--- src/rtl/cla_adder_pipe.sv ---
// Two-stage pipelined carry-lookahead adder/subtractor with valid/ready on both sides.
// Stage 1 registers bit and group propagate/generate; stage 2 resolves carries and sums.
module cla_adder_pipe #(
  parameter int unsigned WIDTH = 16,
  parameter int unsigned GROUP = 4
) (
  input  logic             clk,
  input  logic             rst_n,
  input  logic             in_valid,
  output logic             in_ready,
  input  logic [WIDTH-1:0] x,
  input  logic [WIDTH-1:0] y,
  input  logic             cin,
  input  logic             sub,
  output logic             out_valid,
  input  logic             out_ready,
  output logic [WIDTH-1:0] sum,
  output logic             cout,
  output logic             ovf
);

  localparam int unsigned NumGroups = WIDTH / GROUP;

  // Handshake state
  logic s1_v_q, s2_v_q;
  logic s2_free, in_fire, s1_load, s1_drain, s2_load, out_fire;

  // Stage 1 next-state and registers
  logic [WIDTH-1:0]     b_eff;
  logic [WIDTH-1:0]     p_d, g_d, p_q, g_q;
  logic [NumGroups-1:0] gp_d, gg_d, gp_q, gg_q;
  logic                 c0_d, c0_q;

  // Stage 2 next-state and registers
  logic [NumGroups:0]   grp_c;
  logic [WIDTH:0]       bit_c;
  logic [WIDTH-1:0]     sum_d, sum_q;
  logic                 cout_d, cout_q, ovf_d, ovf_q;

  // Flow control
  always_comb begin
    s2_free  = ~s2_v_q | out_ready;
    in_ready = ~s1_v_q | s2_free;
    in_fire  = in_valid & in_ready;
    out_fire = s2_v_q & out_ready;
    s1_load  = in_fire;
    s1_drain = s1_v_q & s2_free;
    s2_load  = s1_v_q & s2_free;
  end

  // Stage 1: effective operands and P/G terms
  always_comb begin
    b_eff = sub ? ~y : y;
    c0_d  = sub | cin;
    p_d   = x ^ b_eff;
    g_d   = x & b_eff;
    gp_d  = '1;
    gg_d  = '0;
    for (int k = 0; k < int'(NumGroups); k++) begin
      for (int j = 0; j < int'(GROUP); j++) begin
        // Fold from LSB upward so the top bit's generate dominates.
        gg_d[k] = g_d[k*GROUP + j] | (p_d[k*GROUP + j] & gg_d[k]);
        gp_d[k] = gp_d[k] & p_d[k*GROUP + j];
      end
    end
  end

  // Stage 2: group carries, then ripple inside each group from its group carry-in
  always_comb begin
    grp_c    = '0;
    grp_c[0] = c0_q;
    for (int k = 0; k < int'(NumGroups); k++) begin
      grp_c[k+1] = gg_q[k] | (gp_q[k] & grp_c[k]);
    end
    bit_c = '0;
    for (int k = 0; k < int'(NumGroups); k++) begin
      bit_c[k*GROUP] = grp_c[k];
      for (int j = 0; j < int'(GROUP) - 1; j++) begin
        bit_c[k*GROUP + j + 1] = g_q[k*GROUP + j] | (p_q[k*GROUP + j] & bit_c[k*GROUP + j]);
      end
    end
    bit_c[WIDTH] = grp_c[NumGroups];
    sum_d  = p_q ^ bit_c[WIDTH-1:0];
    cout_d = bit_c[WIDTH];
    ovf_d  = bit_c[WIDTH-1] ^ bit_c[WIDTH];
  end

  always_ff @(posedge clk or negedge rst_n) begin
    if (!rst_n) begin
      s1_v_q <= 1'b0;
      p_q    <= '0;
      g_q    <= '0;
      gp_q   <= '0;
      gg_q   <= '0;
      c0_q   <= 1'b0;
    end else if (s1_load) begin
      s1_v_q <= 1'b1;
      p_q    <= p_d;
      g_q    <= g_d;
      gp_q   <= gp_d;
      gg_q   <= gg_d;
      c0_q   <= c0_d;
    end else if (s1_drain) begin
      s1_v_q <= 1'b0;
    end
  end

  always_ff @(posedge clk or negedge rst_n) begin
    if (!rst_n) begin
      s2_v_q <= 1'b0;
      sum_q  <= '0;
      cout_q <= 1'b0;
      ovf_q  <= 1'b0;
    end else if (s2_load) begin
      s2_v_q <= 1'b1;
      sum_q  <= sum_d;
      cout_q <= cout_d;
      ovf_q  <= ovf_d;
    end else if (out_fire) begin
      s2_v_q <= 1'b0;
    end
  end

  always_comb begin
    out_valid = s2_v_q;
    sum       = sum_q;
    cout      = cout_q;
    ovf       = ovf_q;
  end

endmodule

--- config.mk ---
export PLATFORM = sky130hd
export DESIGN_NAME = cla_adder_pipe
export DESIGN_NICKNAME = d
export VERILOG_FILES = /design/src/rtl/cla_adder_pipe.sv
export SDC_FILE = /design/constraint.sdc
export NUM_CORES = 1
export LEC_CHECK = 0
export CELL_PAD_IN_SITES_DETAIL_PLACEMENT = 0
export CELL_PAD_IN_SITES_GLOBAL_PLACEMENT = 1
export CORE_AREA = 3 3 88 90
export CTS_BUF_LIST = sky130_fd_sc_hd__clkbuf_4
export DETAILED_ROUTE_END_ITERATION = 6
export DIE_AREA = 0 0 91 93
export GPL_ROUTABILITY_DRIVEN = 0
export GPL_TIMING_DRIVEN = 0
export PLACE_DENSITY_LB_ADDON = 0.12
export SLEW_MARGIN = 40
export SYNTH_ARGS = -nofsm -noshare
export SYNTH_HDL_FRONTEND = slang
export SYNTH_SLANG_ARGS = --single-unit
--- constraint.sdc ---
create_clock -name clk -period 3.09 [get_ports clk]
set_input_delay 0.618 -clock clk [delete_from_list [all_inputs] [get_ports clk]]
set_output_delay 0.618 -clock clk [all_outputs]
set_load 0.01 [all_outputs]
==> out/metrics.csv <==
stage,metric,value,unit
floorplanning,DIE HEIGHT,93,um
flow_run,Max-Cap Viols,0,
yosys,Synth Net Count,292,
clock_tree,clock-pin slew on the worst setup and hold paths,0.10,ns
global_routing,Tot GR Track Use,15.6,%
critical_path,startpoint type of the worst setup path,flip-flop,
clock_tree,Post CTS Setup Buffer Count,0,
final_layout,layout cells sized above 1,21.7,%
sta,Final Setup Violations,0,
placed_design,DP Cell Count,382,
clock_tree,clock root cell,clkbuf_4,
yosys,Post-Syn Area,0.00297,mm^2
critical_path,r2r startpoint,c0_q,
critical_path,Crit Path Class,reg -> reg,
routing,Vias per Instance,4.79,
yosys,Synth area leaders,"dfrtp_1 48%, ha_1 12%, mux2_4 10%, xor2_1 5.9%, mux2_1 3.8%",
final_layout,P&R area growth vs syn,27.0,%
yosys,cells after synthesis,226,
sta,Slew HR,65.2,%
floorplanning,Die X,91,um
routing,First DRT Iteration DRCs,59,
sta,max-slew violations,0,
global_routing,first-pass GRT wire length,10100,um
sta,worst slew pin tran,0.522,ns
final_layout,Fill cells,652,
yosys,"Seq/Total Area, Yosys",48.0,%
placed_design,Place WS,0.374,ns
global_routing,GRT overflow,0,
sta,Hold Fails Final Rpt,0,
floorplanning,Top-Level Pins,58,
clock_tree,Clock Tree Buf Depth,2,
critical_path,crit path max fanout,3,
yosys,area share of the largest cell type after synthesis,48.0,%
global_routing,number of global-route vias before repair,2006,
critical_path,CP startpoint,c0_q,
clock_tree,clock latency on the worst-skew pair,0.39,ns
clock_tree,CTS H-tree lvls,3,
sta,clk_skew,0.0101,ns
sta,Final min period,2.74,ns
clock_tree,Hold Buf Count CTS,0,
clock_tree,CTS sink cnt,57,
placed_design,placed cell area,0.00368,mm^2
yosys,Synth area leader,dfrtp_1,
placed_design,I/O Buffers,56,
sta,worst setup margin,0.348,ns
routing,wire per inst,15.0,um
outcome,status,completed,
critical_path,WP data arrival,3.02,ns
floorplanning,Placement Rows,31,
clock_tree,Post-CTS Resized,0,
power,Max rail drop VDD,295,uV
final_layout,antenna cells,0,
sta,Final Cycle Share,88.8,%
final_layout,Final nets,360,
power,Pwr Density,624,mW/mm^2
routing,vias,1906,
global_routing,initial antenna violation count,0,
routing,Routed Wire Length,5960,um
hold_path,Tightest Hold Check Type,in -> async,
yosys,number of synthesized register bits,57,
critical_path,endpoint class of the critical path,flip-flop,
critical_path,Critical Path RT,3.36,ns
sta,RSZ-0062 raised after global routing,false,
power,Leakage,1.83,nW
global_routing,largest net degree at the start of global routing,36,
routing,DRC violations left,0,
final_layout,"Cell Count, Final, Fillers Out",398,
yosys,Avg Inst Size Synth,13.2,um^2
floorplanning,core area,0.00714,mm^2
yosys,synth unique cells,26,
yosys,Yosys warning count,0,
sta,achievable clock frequency,365,MHz
clock_tree,CTS tree,done,
clock_tree,CTS Buf Count,9,
floorplanning,die area,0.00846,mm^2
routing,Initial DRT Pass Iterations,4,
placed_design,DP HPWL,4370,um
routing,Final ANT Viol Nets,0,
final_layout,fin area,0.00378,mm^2
floorplanning,Initial Util,41.7,%
cell usage in the layout, fill, tap and decap left out:
cell,Yosys,routed
dfrtp_1,57,57
clkdlybuf4s50_1,0,55
ha_1,28,28
xor2_1,20,20
mux2_4,20,20
nand2_1,14,14
a21o_1,12,12
mux2_1,10,10
mux2_2,10,10
clkbuf_4,0,10
or2_2,8,8
o21ai_1,7,7
o21ai_0,6,6
a21oi_1,6,6
nand4_1,5,5
nor2_1,5,5
buf_2,4,4
buf_6,4,4
clkinv_1,0,4
clkinv_2,0,2
a21o_2,1,1
nand3b_4,1,1
inv_2,1,1
o21ai_2,1,1
nand2_4,1,1
a2111o_1,1,1
nand4bb_1,1,1
nand3_1,1,1
o21bai_1,1,1
nand2b_1,1,1
buf_4,0,1
buf_12,0,1
worst max-delay path: stages (launching register included):
cell	delay [ns]
dfrtp_1	0.41
a21o_2	0.25
a21o_1	0.21
a21o_1	0.20
ha_1	0.17
or2_2	0.30
ha_1	0.17
or2_2	0.29
ha_1	0.20
nor2_1	0.19
xor2_1	0.15
o21ai_0	0.08
cells by family (layout without fill, tap and decap cells):
kind of cell	after synthesis	count (layout)	share of synthesized area [%]
multiplexers	40	40	17.7
AND/OR/NAND/NOR	37	37	6.94
flip-flops	57	57	48.0
XOR/XNOR	20	20	5.89
adder cells (fa/ha/maj)	28	28	11.8
buffers and inverters	9	82	2.31
AO/OA/AOI/OAI	35	35	7.45
per-stage QoR:
| stage | util (%) | power, mW | hold WS (ns) | setup TNS (ns) |
|---|---|---|---|---|
| after floorplan | - | 1.54 | 0.322 | 0 |
| final | 52.9 | 2.35 | 0.106 | 0 |
| after CTS | 52.9 | 2.40 | 0.0967 | 0 |
| after global placement | 51.3 | 1.94 | 0.464 | -29.53 |
| after global routing | 52.9 | 2.53 | 0.0971 | 0 |
| after detailed placement | 51.5 | 1.96 | 0.466 | 0 |
cell type report:
cell class | count | area [um^2] | area share, %
inverter | 1 | 3.75 | 0.0994
buffer | 8 | 65.1 | 1.72
sequential | 57 | 1430 | 37.8
clock buffer | 10 | 75.1 | 1.99
clock inverter | 6 | 25.0 | 0.663
multi-input combinational | 160 | 1480 | 39.2
tap | 99 | 124 | 3.28
timing repair buffer | 57 | 578 | 15.3
metal layers:
layer | track usage (%) | part of all wire (%) | vias to the layer above | wire [um]
li1 | - | - | 939 | -
met1 | 21.2 | 48 | 909 | 2880
met2 | 23.9 | 46 | 54 | 2750
met3 | 4.42 | 4.9 | 4 | 291
met4 | 5.28 | 0.74 | 0 | 44
met5 | 0 | 0 | - | 0
power by group:
part,total (mW),switching [mW],leakage [nW],internal (mW)
clock,0.429,0.268,0.0601,0.161
combinational,0.862,0.334,1.08,0.528
sequential,1.06,0.112,0.695,0.951
cell usage after synthesis, drive strengths merged:
cell type and n:
a21o 13, inv 1, a21oi 6, nor2 5, nand3 1, nand2b 1
or2 8, dfrtp 57, nand4bb 1, xor2 20, o21bai 1, nand2 15
o21ai 14, nand4 5, a2111o 1, buf 8, ha 28, mux2 40
nand3b 1
flip-flops by register name, summed over array words and instances, names as in the netlist:
| register | count |
|---|---|
| s1_v_q | 1 |
| c0_q | 1 |
| out_valid | 1 |
| cout | 1 |
| p_q | 16 |
| gp_q | 4 |
| g_q | 12 |
| sum | 16 |
| ovf | 1 |
| gg_q | 4 |
path summary, 6_finish.rpt:
kind | to | slack (ns) | cells past startpoint
setup / recovery | sum[15] | 0.35 | 11
hold / removal | s1_v_q | 0.11 | 1
setup reg to reg | sum[15] | 0.35 | 11
hold reg to reg | cout | 0.48 | 1
max in group asynchronous | p_q[3] | 2.49 | 2
min in group clk | cout | 0.48 | 1
Note: power is estimated with default switching activity, not from simulation.
